`src/rtl/useq_ctrl_pkg.sv`:
```
// Shared definitions for the useq host controller: command opcodes, FSM states
// and the STATUS byte layout.
package useq_ctrl_pkg;

  localparam logic [7:0] OP_LOAD   = 8'h01;
  localparam logic [7:0] OP_RUN    = 8'h02;
  localparam logic [7:0] OP_HALT   = 8'h03;
  localparam logic [7:0] OP_PUSH   = 8'h04;
  localparam logic [7:0] OP_POP    = 8'h05;
  localparam logic [7:0] OP_STATUS = 8'h06;

  localparam int unsigned STAT_EMPTY_BIT = 0;
  localparam int unsigned STAT_RUN_BIT   = 1;

  localparam logic [7:0] POP_OK_BYTE    = 8'h01;
  localparam logic [7:0] POP_EMPTY_BYTE = 8'h00;

  typedef enum logic [3:0] {
    S_IDLE,
    S_L_ADDR,
    S_L_LEN,
    S_L_DATA,
    S_P_LEN,
    S_P_DATA,
    S_POP_REQ,
    S_POP_WAIT,
    S_RESP
  } state_e;

  function automatic logic [7:0] status_byte(input logic run, input logic empty);
    logic [7:0] s;
    s = 8'h00;
    s[STAT_RUN_BIT]   = run;
    s[STAT_EMPTY_BIT] = empty;
    return s;
  endfunction

endpackage

```
`src/rtl/useq_ctrl_resp.sv`:
```
// Two-byte response shifter: a load presents byte0 the next cycle; byte1 (if any)
// follows the first handshake. Data and valid hold while out_ready_i is low.
module useq_ctrl_resp
  import useq_ctrl_pkg::*;
(
  input  logic       clk,
  input  logic       rst_n,
  input  logic       load_i,
  input  logic       two_i,
  input  logic [7:0] byte0_i,
  input  logic [7:0] byte1_i,
  output logic       out_valid_o,
  input  logic       out_ready_i,
  output logic [7:0] out_data_o,
  output logic       done_o
);

  logic       valid_q;
  logic       pend_q;
  logic [7:0] data_q;
  logic [7:0] next_q;

  always_ff @(posedge clk) begin
    if (!rst_n) begin
      valid_q <= 1'b0;
      pend_q  <= 1'b0;
      data_q  <= 8'h00;
      next_q  <= 8'h00;
    end else if (load_i) begin
      valid_q <= 1'b1;
      pend_q  <= two_i;
      data_q  <= byte0_i;
      next_q  <= byte1_i;
    end else if (valid_q && out_ready_i) begin
      if (pend_q) begin
        data_q <= next_q;
        pend_q <= 1'b0;
      end else begin
        valid_q <= 1'b0;
      end
    end
  end

  assign out_valid_o = valid_q;
  assign out_data_o  = data_q;
  // Final byte leaves this cycle: the controller may return to IDLE.
  assign done_o      = valid_q && out_ready_i && !pend_q;

endmodule

```
`src/rtl/useq_ctrl.sv`:
```
// Host command decoder for one useq core: RAM load, run/halt, FIFO push/pop, status.
// Strobes are registered (one cycle after accept); h_in_ready drops while a response waits.
module useq_ctrl
  import useq_ctrl_pkg::*;
#(
  parameter logic       RUN_ON_RESET = 1'b0,
  parameter logic [7:0] ACK_BYTE     = 8'hA5,
  parameter logic [7:0] ERR_BYTE     = 8'hEE
) (
  input  logic       clk,
  input  logic       rst_n,
  input  logic       h_in_valid,
  output logic       h_in_ready,
  input  logic [7:0] h_in_data,
  output logic       h_out_valid,
  input  logic       h_out_ready,
  output logic [7:0] h_out_data,
  output logic       ram_we,
  output logic [7:0] ram_waddr,
  output logic [7:0] ram_wdata,
  output logic       core_rst_n,
  output logic       core_write_fifo,
  output logic       core_read_fifo,
  output logic [7:0] core_fifo_in,
  input  logic [7:0] core_fifo_out,
  input  logic       core_fifo_empty
);

  state_e     state_q;
  logic       run_q;
  logic       ram_we_q;
  logic       wr_q;
  logic [7:0] addr_q;
  logic [7:0] ram_waddr_q;
  logic [7:0] ram_wdata_q;
  logic [7:0] fifo_in_q;
  logic [7:0] rem_q;

  logic       in_acc;
  logic       resp_load;
  logic       resp_two;
  logic [7:0] resp_b0;
  logic [7:0] resp_b1;
  logic       resp_done;

  always_comb begin
    h_in_ready = 1'b0;
    if (rst_n) begin
      case (state_q)
        S_IDLE, S_L_ADDR, S_L_LEN, S_L_DATA, S_P_LEN, S_P_DATA: h_in_ready = 1'b1;
        default:                                                h_in_ready = 1'b0;
      endcase
    end
  end

  assign in_acc = h_in_valid && h_in_ready;

  // Response bytes are decided on the accepting/capturing edge so valid rises the next cycle.
  always_comb begin
    resp_load = 1'b0;
    resp_two  = 1'b0;
    resp_b0   = ACK_BYTE;
    resp_b1   = 8'h00;
    case (state_q)
      S_IDLE: begin
        if (in_acc) begin
          case (h_in_data)
            OP_LOAD, OP_PUSH, OP_POP: resp_load = 1'b0;
            OP_RUN, OP_HALT:          resp_load = 1'b1;
            OP_STATUS: begin
              resp_load = 1'b1;
              resp_b0   = status_byte(run_q, core_fifo_empty);
            end
            default: begin
              resp_load = 1'b1;
              resp_b0   = ERR_BYTE;
            end
          endcase
        end
      end
      S_L_DATA: begin
        if (in_acc && rem_q == 8'h00) resp_load = 1'b1;
      end
      S_P_DATA: begin
        if (in_acc && rem_q == 8'h00) begin
          resp_load = 1'b1;
          resp_b0   = run_q ? ACK_BYTE : ERR_BYTE;
        end
      end
      S_POP_REQ: begin
        if (!run_q) begin
          resp_load = 1'b1;
          resp_two  = 1'b1;
          resp_b0   = ERR_BYTE;
        end else if (core_fifo_empty) begin
          resp_load = 1'b1;
          resp_two  = 1'b1;
          resp_b0   = POP_EMPTY_BYTE;
        end
      end
      S_POP_WAIT: begin
        resp_load = 1'b1;
        resp_two  = 1'b1;
        resp_b0   = POP_OK_BYTE;
        resp_b1   = core_fifo_out;
      end
      default: resp_load = 1'b0;
    endcase
  end

  always_ff @(posedge clk) begin
    if (!rst_n) begin
      state_q     <= S_IDLE;
      run_q       <= RUN_ON_RESET;
      ram_we_q    <= 1'b0;
      wr_q        <= 1'b0;
      addr_q      <= 8'h00;
      ram_waddr_q <= 8'h00;
      ram_wdata_q <= 8'h00;
      fifo_in_q   <= 8'h00;
      rem_q       <= 8'h00;
    end else begin
      ram_we_q <= 1'b0;
      wr_q     <= 1'b0;
      case (state_q)
        S_IDLE: begin
          if (in_acc) begin
            case (h_in_data)
              OP_LOAD: begin
                run_q   <= 1'b0;
                state_q <= S_L_ADDR;
              end
              OP_RUN: begin
                run_q   <= 1'b1;
                state_q <= S_RESP;
              end
              OP_HALT: begin
                run_q   <= 1'b0;
                state_q <= S_RESP;
              end
              OP_PUSH: state_q <= S_P_LEN;
              OP_POP:  state_q <= S_POP_REQ;
              default: state_q <= S_RESP;
            endcase
          end
        end
        S_L_ADDR: begin
          if (in_acc) begin
            addr_q  <= h_in_data;
            state_q <= S_L_LEN;
          end
        end
        S_L_LEN: begin
          // rem_q counts bytes still to come minus one, so len 0 yields 256.
          if (in_acc) begin
            rem_q   <= h_in_data - 8'd1;
            state_q <= S_L_DATA;
          end
        end
        S_L_DATA: begin
          if (in_acc) begin
            ram_we_q    <= 1'b1;
            ram_waddr_q <= addr_q;
            ram_wdata_q <= h_in_data;
            addr_q      <= addr_q + 8'd1;
            rem_q       <= rem_q - 8'd1;
            if (rem_q == 8'h00) state_q <= S_RESP;
          end
        end
        S_P_LEN: begin
          if (in_acc) begin
            rem_q   <= h_in_data - 8'd1;
            state_q <= S_P_DATA;
          end
        end
        S_P_DATA: begin
          if (in_acc) begin
            wr_q  <= run_q;
            rem_q <= rem_q - 8'd1;
            if (run_q) fifo_in_q <= h_in_data;
            if (rem_q == 8'h00) state_q <= S_RESP;
          end
        end
        S_POP_REQ: state_q <= (run_q && !core_fifo_empty) ? S_POP_WAIT : S_RESP;
        S_POP_WAIT: state_q <= S_RESP;
        S_RESP: begin
          if (resp_done) state_q <= S_IDLE;
        end
        default: state_q <= S_IDLE;
      endcase
    end
  end

  useq_ctrl_resp u_resp (
    .clk         (clk),
    .rst_n       (rst_n),
    .load_i      (resp_load),
    .two_i       (resp_two),
    .byte0_i     (resp_b0),
    .byte1_i     (resp_b1),
    .out_valid_o (h_out_valid),
    .out_ready_i (h_out_ready),
    .out_data_o  (h_out_data),
    .done_o      (resp_done)
  );

  assign ram_we          = ram_we_q;
  assign ram_waddr       = ram_waddr_q;
  assign ram_wdata       = ram_wdata_q;
  assign core_rst_n      = run_q;
  assign core_write_fifo = wr_q;
  assign core_fifo_in    = fifo_in_q;
  assign core_read_fifo  = (state_q == S_POP_REQ) && run_q && !core_fifo_empty;

endmodule

```
`config.mk`:
```
export PLATFORM = sky130hd
export DESIGN_NAME = useq_ctrl
export DESIGN_NICKNAME = d
export VERILOG_FILES = /design/src/rtl/useq_ctrl_pkg.sv /design/src/rtl/useq_ctrl_resp.sv /design/src/rtl/useq_ctrl.sv
export SDC_FILE = /design/constraint.sdc
export NUM_CORES = 1
export LEC_CHECK = 0
export CORE_MARGIN = 5
export CORE_UTILIZATION = 53
export DETAILED_ROUTE_END_ITERATION = 8
export MAX_ROUTING_LAYER = met4
export PLACE_DENSITY = 0.91
export REMOVE_ABC_BUFFERS = 1
export SYNTH_ARGS = -nofsm -noshare
export SYNTH_HDL_FRONTEND = slang
export SYNTH_SLANG_ARGS = --single-unit
```
`constraint.sdc`:
```
create_clock -name clk -period 2.4 [get_ports clk]
set_input_delay 0.48 -clock clk [delete_from_list [all_inputs] [get_ports clk]]
set_output_delay 0.48 -clock clk [all_outputs]
set_load 0.01 [all_outputs]
```
==> run_summary.xml <==
<?xml version="1.0" encoding="UTF-8"?>
<metrics>
  <group name="sta">
    <metric name="timing.setup.tns" unit="ns">0</metric>
    <metric name="final.setup_skew" unit="ns">0.006797</metric>
    <metric name="fmaxAchievable" unit="MHz">437.4</metric>
    <metric name="timing.final.max_slew_violations" unit="">0</metric>
    <metric name="rsz0062_at_grt" unit="">false</metric>
    <metric name="final.period_utilization" unit="%">95.26</metric>
    <metric name="hold_viol" unit="">0</metric>
    <metric name="setup_failing_eps_final" unit="">0</metric>
    <metric name="final_critical_path_setup_slack" unit="ns">0.1137</metric>
    <metric name="period_needed" unit="ns">2.286</metric>
    <metric name="timing.slew.headroom" unit="%">60.97</metric>
    <metric name="tightest_slew" unit="ns">0.5855</metric>
  </group>
  <group name="critical_path">
    <metric name="crit-reg2reg-launch" unit="">state_q[1]</metric>
    <metric name="r2r-end" unit="">addr_q[2]</metric>
    <metric name="rrSetupSlack" unit="ns">0.33</metric>
    <metric name="timing.critical_path.from_type" unit="">input pin</metric>
    <metric name="critical_path.max_fanout" unit="">3</metric>
    <metric name="timing.critical_path.arrival" unit="ns">1.81</metric>
    <metric name="endpoint_kind" unit="">primary output</metric>
    <metric name="timing.setup.critical_path_class" unit="">input pin to primary output</metric>
    <metric name="r2r.worst_path.cells" unit="">7</metric>
    <metric name="worst-endpoint-required" unit="ns">1.92</metric>
  </group>
  <group name="synth">
    <metric name="post_synthesis_cell_type_count" unit="">66</metric>
    <metric name="synth_compound_gate_area_share" unit="%">23.50</metric>
    <metric name="synth_adder_area_share" unit="%">2.848</metric>
    <metric name="synth.ff_latch_count" unit="">65</metric>
    <metric name="synth-async-reset-ratio" unit="%">0</metric>
    <metric name="netlist_instances" unit="">428</metric>
    <metric name="synth_xor_xnor_area_share" unit="%">1.460</metric>
    <metric name="synth_simple_gate_area_share" unit="%">26.88</metric>
    <metric name="syn_area_per_cell" unit="um^2">8.212</metric>
    <metric name="seq_total_area_yosys" unit="%">37.02</metric>
    <metric name="post_synth_mux_area_share" unit="%">2.563</metric>
    <metric name="synth-warning-count" unit="">0</metric>
    <metric name="edff_count_synth" unit="">0</metric>
    <metric name="synth_top_family_by_area" unit="">simple AND/OR/NAND/NOR gates</metric>
    <metric name="synth_ff_type" unit="">sky130_fd_sc_hd__dfxtp_1</metric>
    <metric name="netlist_area" unit="um^2">3515</metric>
  </group>
  <group name="clock_tree">
    <metric name="cts_tree" unit="">yes</metric>
    <metric name="postCtsHoldBufs" unit="">0</metric>
    <metric name="h_tree_depth" unit="">3</metric>
    <metric name="clockRootBuffer" unit="">sky130_fd_sc_hd__clkbuf_8</metric>
    <metric name="post_cts_buffers" unit="">0</metric>
    <metric name="numClockSinks" unit="">65</metric>
    <metric name="post_cts_resized" unit="">2</metric>
    <metric name="tritoncts.num_buffers" unit="">9</metric>
    <metric name="clk_path_buf_depth" unit="">2</metric>
    <metric name="clk_pin_slew" unit="ns">0.08</metric>
    <metric name="clkLatencyLatePin" unit="ns">0.35</metric>
  </group>
  <group name="placement">
    <metric name="dp.final_hpwl" unit="mm">7.269</metric>
    <metric name="finalWeightedCongestion" unit="">0.9421</metric>
    <metric name="port-buffer-count" unit="">58</metric>
    <metric name="place_area" unit="um^2">4392</metric>
    <metric name="pre_cts_ws" unit="ns">-0.1491</metric>
    <metric name="place.detailed.instances" unit="">581</metric>
  </group>
  <group name="finish">
    <metric name="fin_nets" unit="">544</metric>
    <metric name="final_core_utilization" unit="%">72.69</metric>
    <metric name="layout_commonest_cell" unit="">sky130_fd_sc_hd__dfxtp_1</metric>
    <metric name="register_area" unit="um^2">1301</metric>
    <metric name="drive_above_1_share" unit="%">17.88</metric>
    <metric name="post_layout_nonfiller_instances" unit="">597</metric>
    <metric name="number_of_antenna_cells_inserted" unit="">0</metric>
    <metric name="syn2layout_area_growth" unit="%">32.08</metric>
    <metric name="area_of_the_multi_input_gates" unit="um^2">2018</metric>
    <metric name="fillers" unit="">469</metric>
    <metric name="mostFrequentLayoutCells" unit="">sky130_fd_sc_hd__dfxtp_1 (65), sky130_fd_sc_hd__nand2_1 (59), sky130_fd_sc_hd__clkdlybuf4s50_1 (56)</metric>
    <metric name="finish.instance_area" unit="um^2">4642</metric>
  </group>
  <group name="floorplanning">
    <metric name="core_area" unit="um^2">6386</metric>
    <metric name="effective_utilization_at_floorplan" unit="%">55.04</metric>
    <metric name="io-pin-count" unit="">59</metric>
    <metric name="die_x" unit="um">91.44</metric>
    <metric name="floorplan.rows" unit="">29</metric>
    <metric name="die_height" unit="um">91.44</metric>
    <metric name="die_area" unit="um^2">8360</metric>
  </group>
  <group name="global_routing">
    <metric name="global_route.overflow_total" unit="">0</metric>
    <metric name="number_of_antenna_violations_at_the_first_check_in_global_routing" unit="">0</metric>
    <metric name="vias_in_the_first_global_route" unit="">3551</metric>
    <metric name="pin_count_of_the_biggest_net_entering_global_routing" unit="">56</metric>
    <metric name="grt_pass1_wl" unit="mm">16.97</metric>
    <metric name="groute.usage.overall" unit="%">25.15</metric>
  </group>
  <group name="power_and_ir_drop">
    <metric name="vdd_drop_max" unit="uV">637.4</metric>
    <metric name="intPower" unit="mW">2.564</metric>
    <metric name="share_seq_of_total_power" unit="%">33.4</metric>
    <metric name="pwr-share-comb" unit="%">38.1</metric>
    <metric name="sw_frac_of_total" unit="%">35.96</metric>
    <metric name="power.density" unit="nW/um^2">862.3</metric>
    <metric name="p_sw" unit="mW">1.439</metric>
    <metric name="clock_power_share" unit="%">28.4</metric>
    <metric name="total_leakage_power" unit="nW">1.861</metric>
  </group>
  <group name="min_path">
    <metric name="worst_hold_startpoint" unit="">ram_waddr[5]</metric>
    <metric name="hold_path_depth" unit="">2</metric>
    <metric name="hold_end" unit="">ram_waddr[5]</metric>
    <metric name="hold_path.class" unit="">register to register</metric>
  </group>
  <group name="flow_run">
    <metric name="max-cap-violations" unit="">0</metric>
  </group>
  <group name="detailed_routing">
    <metric name="vias" unit="">3582</metric>
    <metric name="routed_via_density" unit="">6.000</metric>
    <metric name="initialDrtViolationCount" unit="">200</metric>
    <metric name="wire_per_inst" unit="um">16.66</metric>
    <metric name="remaining_drc_errors" unit="">0</metric>
    <metric name="detailedRoute.firstPassIterationCount" unit="">5</metric>
    <metric name="detail-route-antenna-nets" unit="">0</metric>
    <metric name="routed_wirelength" unit="mm">9.949</metric>
  </group>
  <group name="status">
    <metric name="status" unit="">finished, final reports clean</metric>
  </group>
</metrics>
## final cells by class
| cell class | count | area share, % |
|---|---|---|
| Multi-Input combinational cell | 323 | 43.48 |
| Sequential cell | 65 | 28.03 |
| Timing Repair Buffer | 107 | 20.46 |
| Clock buffer | 9 | 2.668 |
| Clock inverter | 7 | 2.561 |
| Tap cell | 77 | 2.075 |
| Inverter | 9 | 0.7278 |
## how the worst max path moves through the flow
stage	start	endpoint	slack, ns
floorplan	state_q[1]	u_resp.out_data_o[2]	0.24
global placement	core_fifo_empty	core_read_fifo	-0.15
global route	core_fifo_empty	core_read_fifo	0.06
detailed placement	core_fifo_empty	core_read_fifo	-0.15
finish	core_fifo_empty	core_read_fifo	0.11
CTS	rst_n	h_in_ready	0.02
## state kept, by name (all words and copies together), names as in the netlist, 4 cells and up
| name | cells |
|---|---|
| addr_q | 8 |
| core_fifo_in | 8 |
| ram_waddr | 8 |
| ram_wdata | 8 |
| rem_q | 8 |
| u_resp.next_q | 8 |
| u_resp.out_data_o | 8 |
| state_q | 4 |
## critical path, stage by stage
cell and delay [ns]:
sky130_fd_sc_hd__clkdlybuf4s50_1 0.44, sky130_fd_sc_hd__nand2b_1 0.22, sky130_fd_sc_hd__nor4_2 0.24, sky130_fd_sc_hd__buf_4 0.15, sky130_fd_sc_hd__dlygate4sd2_1 0.27
## cell usage after synthesis (5+ instances only)
master                     number  area [um^2]
sky130_fd_sc_hd__nor3_1        11        55.05
sky130_fd_sc_hd__nor2_1        49        183.9
sky130_fd_sc_hd__nand3_1        8        40.04
sky130_fd_sc_hd__o21ai_0       15        75.07
sky130_fd_sc_hd__nor3_2         5        50.05
sky130_fd_sc_hd__nand2_1       59        221.5
sky130_fd_sc_hd__a21oi_1       42        210.2
sky130_fd_sc_hd__ha_1           8        100.1
sky130_fd_sc_hd__and3_1        12        75.07
sky130_fd_sc_hd__a32oi_1        8        70.07
sky130_fd_sc_hd__mux2i_1        9        90.09
sky130_fd_sc_hd__a31oi_1        6        37.54
sky130_fd_sc_hd__buf_2         14        70.07
sky130_fd_sc_hd__clkbuf_1      11        41.29
sky130_fd_sc_hd__inv_1          8        30.03
sky130_fd_sc_hd__dfxtp_1       65         1301
sky130_fd_sc_hd__nand3b_1       5        37.54
## routing by layer
metal,up-vias,global-route usage (%),wire length [um]
met4,0,9.902,238
met2,134,38.96,4661
met5,-,-,0
met3,25,5.455,620
met1,1689,31.87,4429
li1,1734,-,-
## kinds of logic (layout without fill, tap and decap cells)
| family | after synthesis | after routing |
|---|---|---|
| buffers and inverters | 40 | 132 |
| muxes | 9 | 9 |
| AOI/OAI and AO/OA | 118 | 118 |
| adders and majority gates | 8 | 8 |
| and+or+nand+nor | 183 | 183 |
| xor gates and xnor gates | 5 | 5 |
| DFF | 65 | 65 |
## per-stage QoR
step                      total power, mW  hold slack, ns
final                               4.003          0.4568
after global routing                4.217          0.4809
after CTS                           3.991          0.4589
after detailed placement            2.859          0.4485
after global placement              2.803          0.4432
after floorplan                     2.275          0.4319
## power groups by stage
stage               combinational, mW  clock (mW)  sequential [mW]
global route                     1.67        1.19             1.35
detailed placement               1.51           0             1.35
global placement                 1.46           0             1.35
floorplan                       0.852           0             1.42
CTS                              1.52        1.14             1.33
finish                           1.53        1.14             1.34
(Power assumes the default switching activity.)
